### src/rtl/sad_pkg.sv
// Shared types and helpers for the SAD minimum-select datapath.
package sad_pkg;

    localparam int SAD_W_DEF = 12;

    // Sideband carried alongside each tree level.
    typedef struct packed {
        logic valid;
        logic last;
        logic ovf;
    } sad_tag_t;

    function automatic int clog2(input int value);
        int r;
        r = 0;
        while ((1 << r) < value) r++;
        return r;
    endfunction

    // Linear index to motion vector for a power-of-two grid width.
    function automatic int mv_x(input int idx, input int grid_w);
        return idx & (grid_w - 1);
    endfunction

    function automatic int mv_y(input int idx, input int grid_w);
        return idx >> clog2(grid_w);
    endfunction

endpackage

### src/rtl/sad_min2.sv
// Combinational pairwise SAD minimum; a must be the lower-index side so ties keep a.
module sad_min2 #(
    parameter int SAD_W = 12,
    parameter int IDX_W = 4
) (
    input  logic [SAD_W-1:0] a_sad,
    input  logic [IDX_W-1:0] a_idx,
    input  logic [SAD_W-1:0] b_sad,
    input  logic [IDX_W-1:0] b_idx,
    output logic [SAD_W-1:0] min_sad,
    output logic [IDX_W-1:0] min_idx
);

    always_comb begin
        min_sad = a_sad;
        min_idx = a_idx;
        if (a_sad > b_sad) begin
            min_sad = b_sad;
            min_idx = b_idx;
        end
    end

endmodule

### src/rtl/sad_min_select.sv
// Registered SAD comparator tree folded into a per-window running minimum,
// emitting best SAD, linear index and motion vector on a valid/ready port.
module sad_min_select
    import sad_pkg::*;
#(
    parameter int SAD_W     = SAD_W_DEF,
    parameter int NUM_CAND  = 16,
    parameter int GRID_W    = 4,
    parameter int MAX_BEATS = 4,
    parameter int IDX_W     = clog2(NUM_CAND * MAX_BEATS),
    parameter int MV_W_X    = clog2(GRID_W),
    parameter int MV_W_Y    = IDX_W - MV_W_X
) (
    input  logic                      clk,
    input  logic                      rst,
    input  logic                      in_valid,
    output logic                      in_ready,
    input  logic                      in_last,
    input  logic [NUM_CAND*SAD_W-1:0] in_sad,
    output logic                      out_valid,
    input  logic                      out_ready,
    output logic [SAD_W-1:0]          out_sad,
    output logic [IDX_W-1:0]          out_idx,
    output logic [MV_W_X-1:0]         out_mv_x,
    output logic [MV_W_Y-1:0]         out_mv_y,
    output logic                      out_ovf
);

    localparam int LVL    = clog2(NUM_CAND);
    localparam int NODES  = NUM_CAND - 1;
    localparam int BEAT_W = (MAX_BEATS > 1) ? clog2(MAX_BEATS) : 1;
    localparam int CNT_W  = clog2(MAX_BEATS + 1);

    logic adv;
    logic accept;
    logic out_valid_reg;

    assign adv       = !out_valid_reg || out_ready;
    assign in_ready  = rst && adv;
    assign accept    = in_valid && in_ready;
    assign out_valid = out_valid_reg;

    // Beat counter saturates at MAX_BEATS; that value marks an overflow beat.
    logic [CNT_W-1:0]  cnt_reg;
    logic              beat_ovf;
    logic [BEAT_W-1:0] beat_num;

    assign beat_ovf = (cnt_reg == CNT_W'(MAX_BEATS));
    assign beat_num = BEAT_W'(cnt_reg);

    always_ff @(posedge clk) begin
        if (!rst) begin
            cnt_reg <= '0;
        end else if (accept) begin
            if (in_last) begin
                cnt_reg <= '0;
            end else if (!beat_ovf) begin
                cnt_reg <= cnt_reg + 1'b1;
            end
        end
    end

    logic [SAD_W-1:0] leaf_sad [NUM_CAND];
    logic [LVL-1:0]   leaf_idx [NUM_CAND];

    generate
        for (genvar gi = 0; gi < NUM_CAND; gi++) begin : g_leaf
            assign leaf_sad[gi] = in_sad[gi*SAD_W +: SAD_W];
            assign leaf_idx[gi] = LVL'(gi);
        end
    endgenerate

    // Heap-ordered tree: node i has children 2i+1 / 2i+2, indices >= NODES are lanes.
    logic [SAD_W-1:0] min_sad      [NODES];
    logic [LVL-1:0]   min_idx      [NODES];
    logic [SAD_W-1:0] node_sad_reg [NODES];
    logic [LVL-1:0]   node_idx_reg [NODES];

    generate
        for (genvar gi = 0; gi < NODES; gi++) begin : g_node
            localparam int CA = 2 * gi + 1;
            logic [SAD_W-1:0] a_sad;
            logic [SAD_W-1:0] b_sad;
            logic [LVL-1:0]   a_idx;
            logic [LVL-1:0]   b_idx;

            if (CA >= NODES) begin : g_from_leaf
                assign a_sad = leaf_sad[CA-NODES];
                assign a_idx = leaf_idx[CA-NODES];
                assign b_sad = leaf_sad[CA-NODES+1];
                assign b_idx = leaf_idx[CA-NODES+1];
            end else begin : g_from_node
                assign a_sad = node_sad_reg[CA];
                assign a_idx = node_idx_reg[CA];
                assign b_sad = node_sad_reg[CA+1];
                assign b_idx = node_idx_reg[CA+1];
            end

            sad_min2 #(
                .SAD_W (SAD_W),
                .IDX_W (LVL)
            ) u_min2 (
                .a_sad   (a_sad),
                .a_idx   (a_idx),
                .b_sad   (b_sad),
                .b_idx   (b_idx),
                .min_sad (min_sad[gi]),
                .min_idx (min_idx[gi])
            );
        end
    endgenerate

    sad_tag_t          tag_reg  [LVL];
    logic [BEAT_W-1:0] beat_reg [LVL];

    always_ff @(posedge clk) begin
        if (!rst) begin
            for (int i = 0; i < NODES; i++) begin
                node_sad_reg[i] <= '0;
                node_idx_reg[i] <= '0;
            end
            for (int k = 0; k < LVL; k++) begin
                tag_reg[k]  <= '0;
                beat_reg[k] <= '0;
            end
        end else if (adv) begin
            for (int i = 0; i < NODES; i++) begin
                node_sad_reg[i] <= min_sad[i];
                node_idx_reg[i] <= min_idx[i];
            end
            tag_reg[0]  <= '{valid: accept, last: in_last, ovf: beat_ovf};
            beat_reg[0] <= beat_num;
            for (int k = 1; k < LVL; k++) begin
                tag_reg[k]  <= tag_reg[k-1];
                beat_reg[k] <= beat_reg[k-1];
            end
        end
    end

    sad_tag_t         tree_tag;
    logic [SAD_W-1:0] tree_sad;
    logic [IDX_W-1:0] tree_idx;

    assign tree_tag = tag_reg[LVL-1];
    assign tree_sad = node_sad_reg[0];
    assign tree_idx = IDX_W'({beat_reg[LVL-1], node_idx_reg[0]});

    logic             acc_active_reg;
    logic [SAD_W-1:0] acc_sad_reg;
    logic [IDX_W-1:0] acc_idx_reg;
    logic             acc_ovf_reg;
    logic             first_beat;
    logic             take;
    logic [SAD_W-1:0] fold_sad;
    logic [IDX_W-1:0] fold_idx;
    logic             fold_ovf;

    // Earlier beats win ties; overflow beats only raise the sticky flag.
    always_comb begin
        first_beat = !acc_active_reg;
        take       = !tree_tag.ovf && (first_beat || (tree_sad < acc_sad_reg));
        fold_sad   = take ? tree_sad : acc_sad_reg;
        fold_idx   = take ? tree_idx : acc_idx_reg;
        fold_ovf   = tree_tag.ovf || (!first_beat && acc_ovf_reg);
    end

    logic [SAD_W-1:0] out_sad_reg;
    logic [IDX_W-1:0] out_idx_reg;
    logic             out_ovf_reg;

    always_ff @(posedge clk) begin
        if (!rst) begin
            acc_active_reg <= 1'b0;
            acc_sad_reg    <= '0;
            acc_idx_reg    <= '0;
            acc_ovf_reg    <= 1'b0;
            out_valid_reg  <= 1'b0;
            out_sad_reg    <= '0;
            out_idx_reg    <= '0;
            out_ovf_reg    <= 1'b0;
        end else if (adv) begin
            out_valid_reg <= tree_tag.valid && tree_tag.last;
            if (tree_tag.valid) begin
                if (tree_tag.last) begin
                    out_sad_reg    <= fold_sad;
                    out_idx_reg    <= fold_idx;
                    out_ovf_reg    <= fold_ovf;
                    acc_active_reg <= 1'b0;
                end else begin
                    acc_sad_reg    <= fold_sad;
                    acc_idx_reg    <= fold_idx;
                    acc_ovf_reg    <= fold_ovf;
                    acc_active_reg <= 1'b1;
                end
            end
        end
    end

    assign out_sad  = out_sad_reg;
    assign out_idx  = out_idx_reg;
    assign out_ovf  = out_ovf_reg;
    assign out_mv_x = MV_W_X'(mv_x(int'(out_idx_reg), GRID_W));
    assign out_mv_y = MV_W_Y'(mv_y(int'(out_idx_reg), GRID_W));

endmodule

### config.mk
export PLATFORM = sky130hd
export DESIGN_NAME = sad_min_select
export DESIGN_NICKNAME = d
export VERILOG_FILES = /design/src/rtl/sad_pkg.sv /design/src/rtl/sad_min2.sv /design/src/rtl/sad_min_select.sv
export SDC_FILE = /design/constraint.sdc
export NUM_CORES = 1
export LEC_CHECK = 0
export CAP_MARGIN = 20
export CORE_UTILIZATION = 61
export CTS_BUF_LIST = sky130_fd_sc_hd__clkbuf_16
export CTS_CLUSTER_DIAMETER = 120
export DETAILED_ROUTE_END_ITERATION = 8
export PLACE_DENSITY = 0.95
export SYNTH_ARGS = -nofsm -noshare
export SYNTH_HDL_FRONTEND = slang
export SYNTH_SLANG_ARGS = --single-unit
### constraint.sdc
create_clock -name clk -period 12.5 [get_ports clk]
set_input_delay 1.25 -clock clk [delete_from_list [all_inputs] [get_ports clk]]
set_output_delay 1.25 -clock clk [all_outputs]
set_load 0.1 [all_outputs]
# After elaboration in Yosys (flattened, before gate mapping)
# Memory sizes are Yosys's and may differ from the RTL's.
# Index checks and enable logic that the tools add are counted.
# totals
register_bits	43
ram_bits	260
in_bits	197
output_inout_bits	27
wordCells	163
memories	4
# memory_table
memory	words	word_bits	read_ports	rd_ports_with_merged_regs	wr	line_no	source
node_sad_reg	15	12	15	0	15	sad_min_select.sv:76	logic [SAD_W-1:0] node_sad_reg [NODES];
node_idx_reg	15	4	15	0	15	sad_min_select.sv:77	logic [LVL-1:0] node_idx_reg [NODES];
tag_reg	4	3	4	0	4	sad_min_select.sv:113	sad_tag_t tag_reg [LVL];
beat_reg	4	2	4	0	4	sad_min_select.sv:114	logic [BEAT_W-1:0] beat_reg [LVL];
# classes
n_addsub	1
n_lt_le_gt_ge	16
eq_ne	2
n_mux	77
bitwise	39
reduce_logical	15
# op_table
operator	count
$mux W12	31
$gt A12 B12 Y1	15
$mux W4	22
$or A1 B1 Y1	38
$mux W3	6
$mux W1	13
$lt A12 B12 Y1	1
$mux W2	4
$mux W6	1
$reduce_and A3 Y1	2
$logic_and A1 B1 Y1	5
$reduce_and A2 Y1	2
$add A3 B1 Y3 const B	1
$eq A3 B3 Y1 const B	1
$logic_not A1 Y1	3
$logic_or A1 B1 Y1	3
$ne A2 B2 Y1 const B	1
$not A1 Y1	1

# Depth between registers and ports, before layout
# Gate-level depths: netlist (run 1).
# depth
ltp_word	6
mapped_depth	11

# Modules after synthesis
# Synthesis (run 1) repeated with hierarchy kept, for this count alone.
# unflattened
hier_cells	1718
hier_area_um2	20143.1
# modules_own_cells
module	instances	cells_each	area_per_inst_um2	seq_area_each_um2
sad_min_select	1	833	11903.9	8668.3
sad_min2	15	59	549.3	0.0

# Least setup slack after synthesis (run 1)
# OpenSTA, ideal clock, no wires.
# synth_timing
path_kind	input -> register
start	input out_ready
end	memory beat_reg[0][0] in the netlist's numbering (enable)
setup_time_ps	496
t_arrival_ps	4455
t_required_ps	12004
slack_ps	7549
path_stages	3
path_cell_list	nand2b_1 > clkbuf_1 > or2_2
# synth_lines
item	line_no	source
start: declaration	sad_min_select.sv:21	input logic out_ready,
end: declaration	sad_min_select.sv:114	

# Final worst setup path (run 1)
# layout_timing
start	input out_ready
end	output in_ready
# layout_via
elab_chain_len	2
# layout_lines
item	line_no	source
$logic_or A1 B1 Y1	sad_min_select.sv:38	assign adv = !out_valid_reg || out_ready;
$logic_and A1 B1 Y1	sad_min_select.sv:39	assign in_ready = rst && adv;
end: declaration	sad_min_select.sv:17	output logic in_ready,
# No other way between the ends.

==> results of run 1 <==
-- worst min-delay path, cell delays in order (launching register included) --
cell and delay (ns):
sky130_fd_sc_hd__dfxtp_1 0.31, sky130_fd_sc_hd__nand2_1 0.06, sky130_fd_sc_hd__mux2i_1 0.06
-- layer usage --
layer / GRT usage (%) / wire length [um] / up-vias
li1: - / - / 6339
met1: 33.16 / 15850 / 6484
met2: 50.69 / 20580 / 686
met3: 3.285 / 2688 / 146
met4: 11.49 / 1571 / 4
met5: 0 / 23 / -
-- cells in the mapped netlist, types with 2 or more instances --
master	number
sky130_fd_sc_hd__a211oi_1	6
sky130_fd_sc_hd__a21o_1	23
sky130_fd_sc_hd__a21oi_1	74
sky130_fd_sc_hd__a311oi_1	4
sky130_fd_sc_hd__and2_1	6
sky130_fd_sc_hd__and3_1	18
sky130_fd_sc_hd__buf_1	2
sky130_fd_sc_hd__buf_2	3
sky130_fd_sc_hd__buf_4	10
sky130_fd_sc_hd__buf_6	4
sky130_fd_sc_hd__clkbuf_1	65
sky130_fd_sc_hd__dfxtp_1	44
sky130_fd_sc_hd__edfxtp_1	231
sky130_fd_sc_hd__ha_1	193
sky130_fd_sc_hd__inv_1	197
sky130_fd_sc_hd__mux2i_1	112
sky130_fd_sc_hd__nand2_1	147
sky130_fd_sc_hd__nand2b_1	2
sky130_fd_sc_hd__nand3_1	126
sky130_fd_sc_hd__nand4_1	46
sky130_fd_sc_hd__nor2_1	118
sky130_fd_sc_hd__nor2b_1	33
sky130_fd_sc_hd__nor3_1	7
sky130_fd_sc_hd__o211ai_1	35
sky130_fd_sc_hd__o21a_1	5
sky130_fd_sc_hd__o21ai_0	67
sky130_fd_sc_hd__o31a_1	3
sky130_fd_sc_hd__o31ai_1	49
sky130_fd_sc_hd__o41ai_2	8
sky130_fd_sc_hd__or3_1	6
-- worst max-delay path by stage --
stage	from	to	depth (start not counted)
global route	out_ready	in_ready	6
CTS	out_ready	in_ready	6
finish	out_ready	in_ready	6
global placement	out_ready	in_ready	6
detailed placement	out_ready	in_ready	6
floorplan	out_ready	beat_reg[0][0]	3
-- logic make-up after synthesis --
| kind of cell | Yosys count |
|---|---|
| and+or+nand+nor | 511 |
| AOI/OAI and AO/OA | 282 |
| buffers and inverters | 282 |
| DFF | 275 |
| adders and majority gates | 193 |
| muxes | 112 |
| xor gates and xnor gates | 1 |
-- where the power goes --
group	total (uW)	switching [uW]	internal [uW]
Sequential	1160	61.8	1100
Combinational	798	437	361
Clock	806	345	461
-- cell type report --
class                      instances  area [um2]
clock buffer                      29       725.7
clock inverter                    22       166.4
fill                            1512        6665
inverter                         198       743.2
multi-input combinational       1099        7919
sequential                       275        7818
tap                              341       426.7
timing repair buffer             247        2487
-- layout by cell type, fill, tap and decap left out, types with 2 or more instances in the layout --
master                            synthesis  layout
sky130_fd_sc_hd__o41ai_4                  1       9
sky130_fd_sc_hd__clkdlybuf4s50_1          0     222
sky130_fd_sc_hd__nor3_1                   7       7
sky130_fd_sc_hd__clkinv_2                 0       7
sky130_fd_sc_hd__clkinv_1                 1       7
sky130_fd_sc_hd__clkinv_4                 0       2
sky130_fd_sc_hd__inv_1                  197     201
sky130_fd_sc_hd__o21ai_0                 67      67
sky130_fd_sc_hd__nand4_1                 46      46
sky130_fd_sc_hd__nand2_1                147     146
sky130_fd_sc_hd__buf_6                    4       8
sky130_fd_sc_hd__and2_1                   6       6
sky130_fd_sc_hd__a211oi_1                 6       6
sky130_fd_sc_hd__and3_1                  18      18
sky130_fd_sc_hd__nand3_1                126     126
sky130_fd_sc_hd__buf_16                   0       2
sky130_fd_sc_hd__bufinv_16                0       2
sky130_fd_sc_hd__o21a_1                   5       5
sky130_fd_sc_hd__nor2b_1                 33      33
sky130_fd_sc_hd__nor2_1                 118     118
sky130_fd_sc_hd__a311oi_2                 0       4
sky130_fd_sc_hd__clkbuf_16                0      29
sky130_fd_sc_hd__or3_1                    6       6
sky130_fd_sc_hd__buf_4                   10      14
sky130_fd_sc_hd__mux2i_1                112     112
sky130_fd_sc_hd__o211ai_1                35      35
sky130_fd_sc_hd__nand2b_1                 2       2
sky130_fd_sc_hd__dfxtp_1                 44      44
sky130_fd_sc_hd__a21o_1                  23      23
sky130_fd_sc_hd__a21oi_1                 74      74
sky130_fd_sc_hd__o31a_1                   3       3
sky130_fd_sc_hd__ha_1                   193     193
sky130_fd_sc_hd__o31ai_1                 49      49
sky130_fd_sc_hd__edfxtp_1               231     231
-- through the flow --
step                      hold slack (ns)  total power, uW
final                              0.4746             2766
after global placement             0.4461             1868
after detailed placement           0.4646             1926
after floorplan                    0.4402             1683
after CTS                          0.4739             2729
after global routing               0.4976             2875
==> impl_results.md, run 1 <==
* Hold path start: acc_idx_reg[1]
* Post-route minimum period at 6.057 ns
* Number of cells produced by synthesis at 1,656
* Synthesis-stage register bit count at 275
* Crit path capture type: output pin
* Setup WS pre-CTS at 6.576 ns
* Routed length per instance at 18.41 um
* Core region area at 26,950 um2
* Hold violation count in the final report at 0
* Number of remaining DRC errors at 0
* Synthesized area at 16,730 um2
* Max-slew headroom at 28.00%
* Starting density of the core at 62.09%
* Antenna cells at 0
* Status: finished clean
* Reg-to-reg slack, setup at 9.25 ns
* Async set-or-reset flop fraction in the synthesized netlist at 0%
* Worst-case vdd ir drop at 0.1190 mV
* Portion of the post-synthesis area used by sequential elements at 46.72%
* Number of rows in the core area at 60
* Flip-flop count of the largest register after layout at 180
* Final cell utilization of the core at 75.27%
* Insertion delay of the later-clocked pin in the worst-skew pair at 0.54 ns
* Final cell count without fillers at 2,211
* Chip width at 167.6 um
* WP data required at 11.25 ns
* Number of CTS-inserted buffers at 28
* Leakage power summed over all cells at 0.008938 uW
* Ports at 224
* Share of the synthesized area in the top cell type at 41.45%
* Worst-case reg-to-reg path depth at 3
* Synthesized-area fraction occupied by and/or/nand/nor cells at 14.19%
* Total grt overflow at 0
* Avg Synthesized Cell Area at 10.10 um2
* Via count at 13,660
* Die footprint at 28,100 um2
* Library cells used by synthesis at 42
* Sink of the worst hold path: acc_idx_reg[1]
* Top cells by area, synth: sky130_fd_sc_hd__edfxtp_1 41%, sky130_fd_sc_hd__ha_1 14%, sky130_fd_sc_hd__mux2i_1 6.7%
* Setup WS post-layout at 6.443 ns
* Synth Area in XOR/XNOR at 0.05234%
* Net count of the finished layout at 2,239
* Number of DRC violations after detailed-routing iteration 0 at 1,469
* Share of cells above drive strength 1 at 4.492%
* Largest net degree at the start of global routing at 111
* Slowest stage cell, crit path: sky130_fd_sc_hd__clkdlybuf4s50_1
* Pin slew with the least headroom to its limit at 1.080 ns
* Number of placed cells counting well taps at 2,150
* Detailed Route WL at 40,710 um
* Post-Syn Nets at 2,046
* Final critical-path share of the clock period at 48.45%
* Die height at 167.6 um
* Wire length of the first global-routing pass at 63,400 um
* Via-to-Cell Ratio at 6.178
* Setup bufs post-CTS at 0
* Top cell type by total area after synthesis: sky130_fd_sc_hd__edfxtp_1
* Count of maximum capacitance violations at 0
* Clock Path Buffers at 3
* Unrepaired setup endpoints after global routing: false
* Port Buffer Count at 223
* Worst path cell trace: clkdlybuf4s50_1 -> nand2b_1 -> nand2_4 -> clkinv_1 -> buf_4 -> clkdlybuf4s50_1
* Area added between synthesis and finish at 21.23%
* Count of hold buffers inserted by post-cts repair at 0
* Number of cells upsized or downsized after cts at 0
* Final TNS setup at 0 ns
* Class of the most critical hold timing path: flip-flop to flip-flop
* Power density relative to cell area at 136.3 nW/um2
* Number of global-route vias before repair at 13,400
* Hold Crit Depth at 2
* Routability cong. at 0.8834
* Adder-cell area share of the yosys netlist at 14.43%
* Most numerous cell on the critical path: sky130_fd_sc_hd__clkdlybuf4s50_1
* Detailed Place HPWL at 28,380 um
* Critical path start-end classification: input pin to output pin
* Biggest cell delay along the critical path at 1.02 ns
* Worst R2R End: node_idx_reg[0][5]
* Antenna violations before repair at 2
* Final Max Tran Viols at 0
* Clock-pin slew on the worst setup and hold paths at 0.06 ns
* Critical path startpoint category: input pin
* Leading register cell type out of synthesis: sky130_fd_sc_hd__edfxtp_1
* H-tree Lvls at 1
* Maximum net fanout on the critical path at 38
* Compound-Gate Fraction of Synth Area at 11.16%
* Finished Cell Area at 20,290 um2
* Number of warning messages in the yosys log at 0
* Peak Freq at 165.1 MHz
* Mux contribution to synthesized area at 6.700%
* Worst r2r src: out_valid
* Buffers plus inverters on the worst setup path at 4
* Total number of clock tree sinks at 275
* Area after detailed placement at 19,240 um2
* Cell family with the largest share of critical-path delay: buffers and inverters
* CTS tree: built
* Final worst clock skew at 0.01309 ns
* Aggregate global-route resource usage at 27.80%
* Post-synth EDFFs at 231
* First drt pass iteration count at 6
* Number of setup violations in the final report at 0
* Combinational family with the most area after synthesis: adder cells
* Worst endpoint data arrival time at 4.81 ns
* Root buffer cell: sky130_fd_sc_hd__clkbuf_16
* Number of nets with antenna violations after routing at 0
(Power assumes the default switching activity.)
==> inputs of run 2 (changes only) <==
--- a/config.mk
+++ b/config.mk
@@ -6,11 +6,11 @@
 export NUM_CORES = 1
 export LEC_CHECK = 0
 export CAP_MARGIN = 20
-export CORE_UTILIZATION = 61
+export CORE_UTILIZATION = 51
 export CTS_BUF_LIST = sky130_fd_sc_hd__clkbuf_16
 export CTS_CLUSTER_DIAMETER = 120
 export DETAILED_ROUTE_END_ITERATION = 8
-export PLACE_DENSITY = 0.95
+export PLACE_DENSITY = 0.86
 export SYNTH_ARGS = -nofsm -noshare
 export SYNTH_HDL_FRONTEND = slang
 export SYNTH_SLANG_ARGS = --single-unit
==> constraint.sdc (replaced) <==
create_clock -name clk -period 4.9 [get_ports clk]
set_input_delay 0.49 -clock clk [delete_from_list [all_inputs] [get_ports clk]]
set_output_delay 0.49 -clock clk [all_outputs]
set_load 0.1 [all_outputs]
==> impl_results.md, run 2 (same netlist as run 1, synthesis figures left out) <==
* Core region area at 31,880 um2
* Fillers at 2,382
* Power density relative to cell area at 336.2 nW/um2
* Antenna cells at 0
* Share of cells above drive strength 1 at 4.280%
* Die footprint at 33,540 um2
* Number of cells upsized or downsized after cts at 0
* Number of remaining DRC errors at 0
* Hold path start: out_sad[2]
* Routability cong. at 0.8695
* Unrepaired setup endpoints after global routing: false
* Detailed Place HPWL at 27,170 um
* Number of CTS-inserted buffers at 28
* Port Buffer Count at 223
* M2 GR Usage at 37.89%
* Buffers plus inverters on the worst setup path at 4
* Total grt overflow at 0
* Ports at 224
* Area added between synthesis and finish at 21.83%
* Reg-to-reg slack, setup at 2.07 ns
* Starting density of the core at 52.49%
* Detailed Route WL at 36,500 um
* H-tree Lvls at 1
* Peak Freq at 317.5 MHz
* Worst endpoint data arrival time at 2.66 ns
* Flip-flop count of the largest register after layout at 180
* Clock Path Buffers at 3
* Critical path startpoint category: input pin
* Count of maximum capacitance violations at 0
* Worst R2R End: node_sad_reg[0][34]
* Worst path cell trace: clkdlybuf4s50_1 -> nand2b_1 -> buf_4 -> nand2_4 -> inv_2 -> buf_4
* Sink of the worst hold path: out_sad[2]
* Worst-case reg-to-reg path depth at 8
* Total number of clock tree sinks at 275
* Routed length per instance at 15.84 um
* Number of setup violations in the final report at 0
* Die height at 183.1 um
* WP data required at 4.41 ns
* Cell family with the largest share of critical-path delay: buffers and inverters
* Worst-case vdd ir drop at 0.2743 mV
* Final critical-path share of the clock period at 64.27%
* Most frequent standard cell in the layout excluding fill and tap cells: sky130_fd_sc_hd__edfxtp_1
* First drt pass iteration count at 5
* Slowest stage cell, crit path: sky130_fd_sc_hd__inv_2
* Largest net degree at the start of global routing at 100
* Root buffer cell: sky130_fd_sc_hd__clkbuf_16
* Most utilized layer in the global route result: met2
* GR Util met1 at 27.58%
* Critical path start-end classification: input pin to output pin
* Pin slew with the least headroom to its limit at 1.094 ns
* Class of the most critical hold timing path: flip-flop to flip-flop
* Count of hold buffers inserted by post-cts repair at 0
* Final worst clock skew at 0.01839 ns
* Number of global-route vias before repair at 12,510
* Net count of the finished layout at 2,239
* Met3 track demand over resource in global routing at 2.323%
* Crit path from: out_ready
* Number of placed cells counting well taps at 2,246
* Aggregate global-route resource usage at 21.31%
* Final Max Tran Viols at 0
* Number of nets with antenna violations after routing at 0
* Antenna violations before repair at 0
* Most numerous cell on the critical path: sky130_fd_sc_hd__buf_4
* Hold Crit Depth at 2
* CTS tree: built
* Setup bufs post-CTS at 0
* Number of DRC violations after detailed-routing iteration 0 at 800
* Status: finished clean
* Chip width at 183.1 um
* Worst r2r src: node_sad_reg[0][61]
* Leakage power summed over all cells at 0.008955 uW
* Max-slew headroom at 26.81%
* Clock-pin slew on the worst setup and hold paths at 0.06 ns
* Post-route minimum period at 3.149 ns
* Hold violation count in the final report at 0
* Crit path capture type: output pin
* Wire length of the first global-routing pass at 58,680 um
* Via count at 12,910
* Maximum net fanout on the critical path at 62
* Critical Path Stages at 6
* Final TNS setup at 0 ns
* Via-to-Cell Ratio at 5.602
* Biggest cell delay along the critical path at 0.57 ns
* Final cell count without fillers at 2,304
* Number of rows in the core area at 65
* Highest-count cells in the layout ignoring fill and taps: 231 x sky130_fd_sc_hd__edfxtp_1, 221 x sky130_fd_sc_hd__clkdlybuf4s50_1, 209 x sky130_fd_sc_hd__inv_1
* Insertion delay of the later-clocked pin in the worst-skew pair at 0.54 ns
==> run 2: changes by cell type in the layout (fill, tap and decap cells not counted), sizes merged <==
cell	previous run	this run
clkdlybuf4s50	222	221
clkinv	17	7
clkinvlp	0	1
bufinv	2	1
buf	25	26
inv	201	210
==> run 2: layout make-up <==
type / count / area (um2) / area share, %
Clock buffer: 29 / 725.7 / 3.560
Clock inverter: 21 / 113.9 / 0.5585
Inverter: 198 / 743.2 / 3.646
Multi-Input combinational cell: 1099 / 7919 / 38.84
Sequential cell: 275 / 7818 / 38.35
Tap cell: 435 / 544.3 / 2.670
Timing Repair Buffer: 247 / 2522 / 12.37
==> run 2: worst register-to-register path, stage by stage, from the launching register on <==
cell                       delay [ns]
sky130_fd_sc_hd__edfxtp_1        0.41
sky130_fd_sc_hd__ha_1            0.33
sky130_fd_sc_hd__nor2b_1         0.14
sky130_fd_sc_hd__o211ai_1        0.15
sky130_fd_sc_hd__a21oi_1         0.10
sky130_fd_sc_hd__o41ai_2         0.93
sky130_fd_sc_hd__buf_4           0.36
sky130_fd_sc_hd__nand3_1         0.11
sky130_fd_sc_hd__o31ai_1         0.11
==> run 2: how the worst max path moves through the flow <==
stage	to	slack (ns)
finish	in_ready	1.75
global route	in_ready	1.63
CTS	in_ready	1.75
detailed placement	node_sad_reg[0][120]	1.58
global placement	node_sad_reg[0][120]	1.68
floorplan	beat_reg[0][0]	0.43
==> run 2: metal layers <==
layer / part of all wire, % / vias to the layer above
li1: - / 6336
met1: 42 / 6042
met2: 50 / 456
met3: 5.6 / 74
met4: 2.1 / 0
met5: 0 / -
==> run 2: stage by stage <==
step | hold WS (ns) | util, % | setup WS, ns | total power (uW) | instance area [um2]
floorplan | 0.4402 | - | 0.4298 | 4294 | 16730
CTS | 0.4713 | 63.55 | 1.753 | 6843 | 20260
global placement | 0.4514 | 60.81 | 1.676 | 4787 | 19390
finish | 0.4655 | 63.94 | 1.751 | 6854 | 20390
global route | 0.4893 | 63.94 | 1.632 | 7170 | 20390
detailed placement | 0.4576 | 60.91 | 1.579 | 4889 | 19420
==> run 2: report_power, final <==
group          switching [uW]  total, uW  internal, uW
combinational            1030       1940           909
sequential                156       2960          2810
clock                     843       1950          1110
